## src/rtl/pll_reseq.sv

```systemverilog
// rtl/pll_reseq.sv - PLL reconfiguration write sequencer with relock and phase step
// Drives the reconfig management port: row writes, PLL reset, relock wait, optional phase step.
module pll_reseq #(
   parameter int BASE_PHASE   = 29,
   parameter int GAP          = 7,
   parameter int RST_CYCLES   = 8,
   parameter int LOCK_TIMEOUT = 1000000
) (
   input  logic        clk,
   input  logic        rst_n,
   input  logic        start,
   input  logic [31:0] cfg_m,
   input  logic [31:0] cfg_k,
   input  logic [31:0] cfg_c,
   input  logic [7:0]  cfg_ph,
   input  logic        phase_override,
   input  logic [7:0]  phase_req,
   input  logic        pll_locked,
   output logic        pll_reset,
   output logic [5:0]  mgmt_address,
   output logic [31:0] mgmt_writedata,
   output logic        mgmt_write,
   input  logic        mgmt_waitrequest,
   output logic        busy,
   output logic        done,
   output logic        err,
   output logic [7:0]  cur_phase
);

   localparam int            CW      = $clog2(LOCK_TIMEOUT + GAP + RST_CYCLES + 1);
   localparam logic [7:0]    BASE8   = 8'(BASE_PHASE);
   localparam logic [CW-1:0] GAP_LD  = CW'(GAP - 1);
   localparam logic [CW-1:0] RST_LD  = CW'(RST_CYCLES - 1);
   localparam logic [CW-1:0] TO_LAST = CW'(LOCK_TIMEOUT - 1);
   localparam logic [3:0]    A_END   = 4'd9;
   localparam logic [3:0]    B_END   = 4'd12;

   typedef enum logic [2:0] {
      S_IDLE, S_WAITLOCK, S_WRITE, S_GAP, S_RST, S_RELOCK, S_FIN
   } state_t;

   state_t        state;
   logic [3:0]    idx;
   logic [CW-1:0] cnt;
   logic [31:0]   lat_m, lat_k, lat_c;
   logic [7:0]    lat_t;
   logic          pend;
   logic          restart_req;
   logic [7:0]    ph_mag;
   logic [31:0]   ph_word;
   logic [5:0]    nxt_addr;
   logic [31:0]   nxt_data;

   assign restart_req = start | pend;
   assign ph_mag  = (lat_t > BASE8) ? (lat_t - BASE8) : (BASE8 - lat_t);
   assign ph_word = {24'd0, ph_mag} | 32'h0001_0000 | ((lat_t < BASE8) ? 32'h0020_0000 : 32'd0);

   // idx 0..8 is the row list, 9..11 the phase-step list; idx always names the next write.
   always_comb begin
      nxt_addr = 6'd0;
      nxt_data = 32'd0;
      case (idx)
         4'd1:    begin nxt_addr = 6'd4; nxt_data = lat_m;                  end
         4'd2:    begin nxt_addr = 6'd7; nxt_data = lat_k;                  end
         4'd3:    begin nxt_addr = 6'd3; nxt_data = 32'h0001_0000;          end
         4'd4:    begin nxt_addr = 6'd5; nxt_data = lat_c;                  end
         4'd5:    begin nxt_addr = 6'd5; nxt_data = lat_c | 32'h0004_0000;  end
         4'd6:    begin nxt_addr = 6'd9; nxt_data = 32'd1;                  end
         4'd7:    begin nxt_addr = 6'd8; nxt_data = 32'd7;                  end
         4'd8:    begin nxt_addr = 6'd2; nxt_data = 32'd0;                  end
         4'd10:   begin nxt_addr = 6'd6; nxt_data = ph_word;                end
         4'd11:   begin nxt_addr = 6'd2; nxt_data = 32'd0;                  end
         default: begin nxt_addr = 6'd0; nxt_data = 32'd0;                  end
      endcase
   end

   always_ff @(posedge clk or negedge rst_n) begin
      if (!rst_n) begin
         state          <= S_IDLE;
         idx            <= 4'd0;
         cnt            <= '0;
         lat_m          <= 32'd0;
         lat_k          <= 32'd0;
         lat_c          <= 32'd0;
         lat_t          <= 8'd0;
         pend           <= 1'b0;
         pll_reset      <= 1'b0;
         mgmt_address   <= 6'd0;
         mgmt_writedata <= 32'd0;
         mgmt_write     <= 1'b0;
         busy           <= 1'b0;
         done           <= 1'b0;
         err            <= 1'b0;
         cur_phase      <= BASE8;
      end else begin
         done <= 1'b0;
         if (start) begin
            lat_m <= cfg_m;
            lat_k <= cfg_k;
            lat_c <= cfg_c;
            lat_t <= phase_override ? phase_req : cfg_ph;
            err   <= 1'b0;
         end
         // A start during a run abandons it at the next point where no write is in flight.
         if (restart_req && (state == S_WAITLOCK || state == S_GAP ||
                             state == S_RST || state == S_RELOCK)) begin
            pend      <= 1'b0;
            pll_reset <= 1'b0;
            idx       <= 4'd0;
            state     <= S_WAITLOCK;
         end else begin
            case (state)
               S_IDLE, S_FIN: begin
                  if (start) begin
                     busy <= 1'b1;
                     if (pll_locked) begin
                        mgmt_write     <= 1'b1;
                        mgmt_address   <= 6'd0;
                        mgmt_writedata <= 32'd0;
                        idx            <= 4'd1;
                        state          <= S_WRITE;
                     end else begin
                        idx   <= 4'd0;
                        state <= S_WAITLOCK;
                     end
                  end else begin
                     state <= S_IDLE;
                  end
               end
               S_WAITLOCK: begin
                  if (pll_locked) begin
                     mgmt_write     <= 1'b1;
                     mgmt_address   <= nxt_addr;
                     mgmt_writedata <= nxt_data;
                     idx            <= idx + 4'd1;
                     state          <= S_WRITE;
                  end
               end
               S_WRITE: begin
                  if (!mgmt_waitrequest) begin
                     mgmt_write <= 1'b0;
                     if (restart_req) begin
                        pend  <= 1'b0;
                        idx   <= 4'd0;
                        state <= S_WAITLOCK;
                     end else begin
                        cnt   <= GAP_LD;
                        state <= S_GAP;
                     end
                  end else if (start) begin
                     pend <= 1'b1;
                  end
               end
               S_GAP: begin
                  if (cnt != '0) begin
                     cnt <= cnt - CW'(1);
                  end else if (idx == A_END) begin
                     pll_reset <= 1'b1;
                     cnt       <= RST_LD;
                     state     <= S_RST;
                  end else if (idx == B_END) begin
                     done      <= 1'b1;
                     busy      <= 1'b0;
                     cur_phase <= lat_t;
                     state     <= S_FIN;
                  end else if (pll_locked) begin
                     mgmt_write     <= 1'b1;
                     mgmt_address   <= nxt_addr;
                     mgmt_writedata <= nxt_data;
                     idx            <= idx + 4'd1;
                     state          <= S_WRITE;
                  end else begin
                     state <= S_WAITLOCK;
                  end
               end
               S_RST: begin
                  if (cnt != '0) begin
                     cnt <= cnt - CW'(1);
                  end else begin
                     pll_reset <= 1'b0;
                     cnt       <= '0;
                     state     <= S_RELOCK;
                  end
               end
               S_RELOCK: begin
                  if (pll_locked) begin
                     if (lat_t == BASE8) begin
                        done      <= 1'b1;
                        busy      <= 1'b0;
                        cur_phase <= lat_t;
                        state     <= S_FIN;
                     end else begin
                        mgmt_write     <= 1'b1;
                        mgmt_address   <= nxt_addr;
                        mgmt_writedata <= nxt_data;
                        idx            <= idx + 4'd1;
                        state          <= S_WRITE;
                     end
                  end else if (cnt == TO_LAST) begin
                     err   <= 1'b1;
                     done  <= 1'b1;
                     busy  <= 1'b0;
                     state <= S_FIN;
                  end else begin
                     cnt <= cnt + CW'(1);
                  end
               end
               default: state <= S_IDLE;
            endcase
         end
      end
   end

endmodule

```

## config.mk

```make
export PLATFORM = sky130hd
export DESIGN_NAME = pll_reseq
export DESIGN_NICKNAME = d
export VERILOG_FILES = /design/src/rtl/pll_reseq.sv
export SDC_FILE = /design/constraint.sdc
export NUM_CORES = 1
export LEC_CHECK = 0
export BUFFER_PORTS_ARGS = -buffer_cell sky130_fd_sc_hd__clkbuf_2
export CORE_UTILIZATION = 50
export CTS_CLUSTER_SIZE = 28
export DETAILED_ROUTE_END_ITERATION = 12
export MAX_ROUTING_LAYER = met4
export PLACE_DENSITY_LB_ADDON = 0.3
export SYNTH_ARGS = -nofsm -noshare
export SYNTH_HDL_FRONTEND = slang
export SYNTH_SLANG_ARGS = --single-unit
```

## constraint.sdc

```tcl
create_clock -name clk -period 2.5 [get_ports clk]
set_clock_uncertainty 0.2 [all_clocks]
set_input_delay 0.25 -clock clk [delete_from_list [all_inputs] [get_ports clk]]
set_output_delay 0.25 -clock clk [all_outputs]
set_load 0.03 [all_outputs]
```

==> summary.md <==
## STA
* final count of negative-setup-slack endpoints: 1
* RSZ-0062 raised after global routing: yes
* remaining max-slew budget at the tightest pin: 0.521
* Tightest Pin Transition: 719 ps
* worst setup margin: -93.3 ps
* Final Critical Period: 2590 ps
* max-slew violation count: 0
* number of failing hold endpoints at the final stage: 0
* ratio of final minimum period to clock period: 1.04
* FMAX: 386 MHz
* final total negative setup slack: -93.3 ps

## Critical path
* data arrival time of the worst path: 2710 ps
* number of cell instances on the worst register-to-register path: 8
* data required time at the worst endpoint: 2610 ps
* Worst Setup SP: idx[0]$_DFFE_PN0P_
* path type of the worst setup path: flop to flop
* startpoint of the lowest-slack register-to-register path: idx[0]$_DFFE_PN0P_
* kind of capture point of the worst setup path: flop
* worst flop-to-flop path endpoint: mgmt_address[3]$_DFFE_PN0P_
* maximum fanout count along the critical path: 8
* nature of the critical path startpoint: flop
* register-to-register path setup slack: -90 ps

## Hold path
* Hold Startpoint: start
* Hold/Removal Path Class: input port to flop
* endpoint of the worst hold path: err$_DFF_PN0_
* WHS Path Cells: 3

## Routing
* number of vias in the routed layout: 9,255
* sum of routed wire length over all layers: 31,400 um
* remaining antenna violation count after routing: 0
* WL/cell: 20.8 um
* 1st-pass router iterations: 10
* Detailed Route Iter0 Violations: 962
* vias per cell: 6.13
* number of remaining DRC errors: 5

## Power and ir drop
* peak supply drop: 0.593 mV
* pwr/cell area: 857 nW/um2
* total power consumption of the routed design: 11.5 mW
* total leakage power: 6.04 nW

## Placement
* placement-stage cell area: 11,200 um2
* Setup Slack @ Placement: -78.2 ps
* hpwl dp: 18,800 um
* Port Buffer Count: 166
* gp weighted congestion: 0.904

## Die
* core outline area: 18,200 um2
* Std-Cell Rows: 49
* die outline area: 19,400 um2
* die width: 139 um
* die height: 139 um
* number of placed I/O pins: 169
* starting density of the core: 0.517

## Clocking
* Inserted Clock Buffers: 17
* Sink Count: 181
* clock transition at the registers of the reported paths: 70 ps
* Clock Tree Buf Depth: 2
* CTS H-tree depth: 4
* buffer type at the clock tree root: sky130_fd_sc_hd__clkbuf_16
* CTS tree: built
* worst skew pair latency: 440 ps

## Synth
* top flip-flop cell by instance count after synthesis: sky130_fd_sc_hd__dfrtp_1
* total of flip-flops plus latches after synthesis: 181
* largest area contributor in the netlist: sky130_fd_sc_hd__dfrtp_1
* most area-consuming cells after synthesis: sky130_fd_sc_hd__dfrtp_1, sky130_fd_sc_hd__mux2_2, sky130_fd_sc_hd__nand2_1, sky130_fd_sc_hd__a222oi_1, sky130_fd_sc_hd__a21oi_1
* Cells after Synth: 898
* sequential area share after synthesis: 0.482
* cell types with the highest counts after synthesis: sky130_fd_sc_hd__dfrtp_1, sky130_fd_sc_hd__mux2_2, sky130_fd_sc_hd__nand2_1, sky130_fd_sc_hd__nor2_1, sky130_fd_sc_hd__a21oi_1
* proportion of synthesized flip-flops having asynchronous set or reset: 1.00
* mean area per synthesized cell: 10.5 um2
* Yosys top cell area share: 0.470
* Post-synth EDFFs: 0
* synth unique cells: 80
* Ys Warns: 0
* post-synthesis cell area: 9420 um2
* dominant cell by count in the synthesized netlist: sky130_fd_sc_hd__dfrtp_1

## Final layout
* post-synthesis to final-layout area growth: 42.0%
* Util after Layout: 0.734
* final net count: 1,396
* final std cell area, no fill: 13,400 um2
* share of cells above drive strength 1: 0.389

## Global route
* antenna violations before repair: 2
* global-route wire length before repair: 48,200 um
* number of global-route vias before repair: 9,226
* total gr overflow: 0
* Tot GR Track Use: 0.327
* largest net degree at the start of global routing: 73

## Outcome
* outcome: finished, violations left
* failing checks: DRC, setup timing

## Flow run
* number of max-cap violations: 0

## repair_timing
item                                    in CTS  in global routing
endpoints found under the setup margin      19                 64
hold endpoints to repair                   172                  0
pin swaps                                    1                 19
hold buffers                               114                  0
gates cloned                                 0                  5
buffers inserted                             1                 11
resized for setup                            7                 39
## power by group
| group | switching (mW) | internal [mW] |
|---|---|---|
| Combinational | 2.76 | 1.99 |
| Clock | 1.36 | 1.55 |
| Sequential | 0.379 | 3.42 |
| Total | 4.50 | 6.96 |
## per-stage QoR
step	std cells	hold WS, ps
after floorplan	899	-246
after detailed placement	1345	111
after global placement	1345	114
after global routing	1510	153
after CTS	1492	122
final	1510	136
## placed cells by master, fill, tap and decap left out, types with 9 or more instances in the layout
cell type                       netlist  layout
sky130_fd_sc_hd__inv_1               17      14
sky130_fd_sc_hd__a22o_1              12      12
sky130_fd_sc_hd__nand3_1             27      26
sky130_fd_sc_hd__nor3_1              17      15
sky130_fd_sc_hd__xnor2_1              9       9
sky130_fd_sc_hd__clkbuf_16            0      19
sky130_fd_sc_hd__buf_4                4     122
sky130_fd_sc_hd__mux2_2             106     106
sky130_fd_sc_hd__ha_1                12       9
sky130_fd_sc_hd__dlygate4sd3_1        0     114
sky130_fd_sc_hd__o21ai_1             42      35
sky130_fd_sc_hd__clkbuf_2             0     164
sky130_fd_sc_hd__o21ai_0             31      30
sky130_fd_sc_hd__mux2i_1             15      15
sky130_fd_sc_hd__nand2_1             76      76
sky130_fd_sc_hd__nor2_1              55      52
sky130_fd_sc_hd__a222oi_1            27      27
sky130_fd_sc_hd__dfrtp_1            177     174
sky130_fd_sc_hd__a21oi_1             51      50
## how the worst max path moves through the flow
| stage | cells past startpoint | slack, ps | to |
|---|---|---|---|
| 2_1_floorplan | 8 | 20 | cnt[1]$_DFFE_PN0P_ |
| 3_3_place_gp | 8 | -20 | cur_phase[6]$_DFFE_PN0P_ |
| 3_5_place_dp | 8 | -80 | mgmt_address[3]$_DFFE_PN0P_ |
| 4_1_cts | 8 | 20 | mgmt_writedata[28]$_DFFE_PN0P_ |
| 5_1_grt | 8 | -200 | mgmt_address[3]$_DFFE_PN0P_ |
| 6_report | 8 | -90 | mgmt_address[3]$_DFFE_PN0P_ |
## cell families after synthesis
logic type / after synthesis / synth area share
buffers and inverters: 84 / 0.0380
AO/OA/AOI/OAI: 245 / 0.178
flip-flops: 181 / 0.482
multiplexers: 121 / 0.143
AND/OR/NAND/NOR: 240 / 0.130
adder cells (fa/ha/maj): 13 / 0.0170
other: 1 / 0.000398
XOR/XNOR: 13 / 0.0121
## per-layer routing
metal / GRT usage / part of all wire
met1: 0.402 / 0.39
met2: 0.536 / 0.51
met3: 0.0492 / 0.072
met4: 0.145 / 0.036
met5: - / 0
## layout make-up
cell class              instances  area (um2)
diodes                          2        5.00
repair buffers                411        3100
fillers                      1213        4840
clock inverters                15         211
inverters                      18        67.6
well taps                     229         287
flip-flops and latches        181        4540
multi-input cells             637        4740
clock buffers                  17         425
## sequential cells by signal, indices dropped and copies added (netlist names), 3 cells and up
name	count
lat_k	32
idx	4
state	3
cur_phase	8
lat_t	8
lat_c	32
mgmt_address	4
cnt	20
mgmt_writedata	32
lat_m	32
## critical path, stage by stage, from the launching register on
cell	delay (ps)
sky130_fd_sc_hd__dfrtp_1	420
sky130_fd_sc_hd__inv_2	70
sky130_fd_sc_hd__ha_2	190
sky130_fd_sc_hd__and2_4	160
sky130_fd_sc_hd__o211a_1	250
sky130_fd_sc_hd__a221oi_4	250
sky130_fd_sc_hd__nand4_4	280
sky130_fd_sc_hd__buf_12	240
sky130_fd_sc_hd__o41ai_2	410
Power figures use the tool's default switching activity.
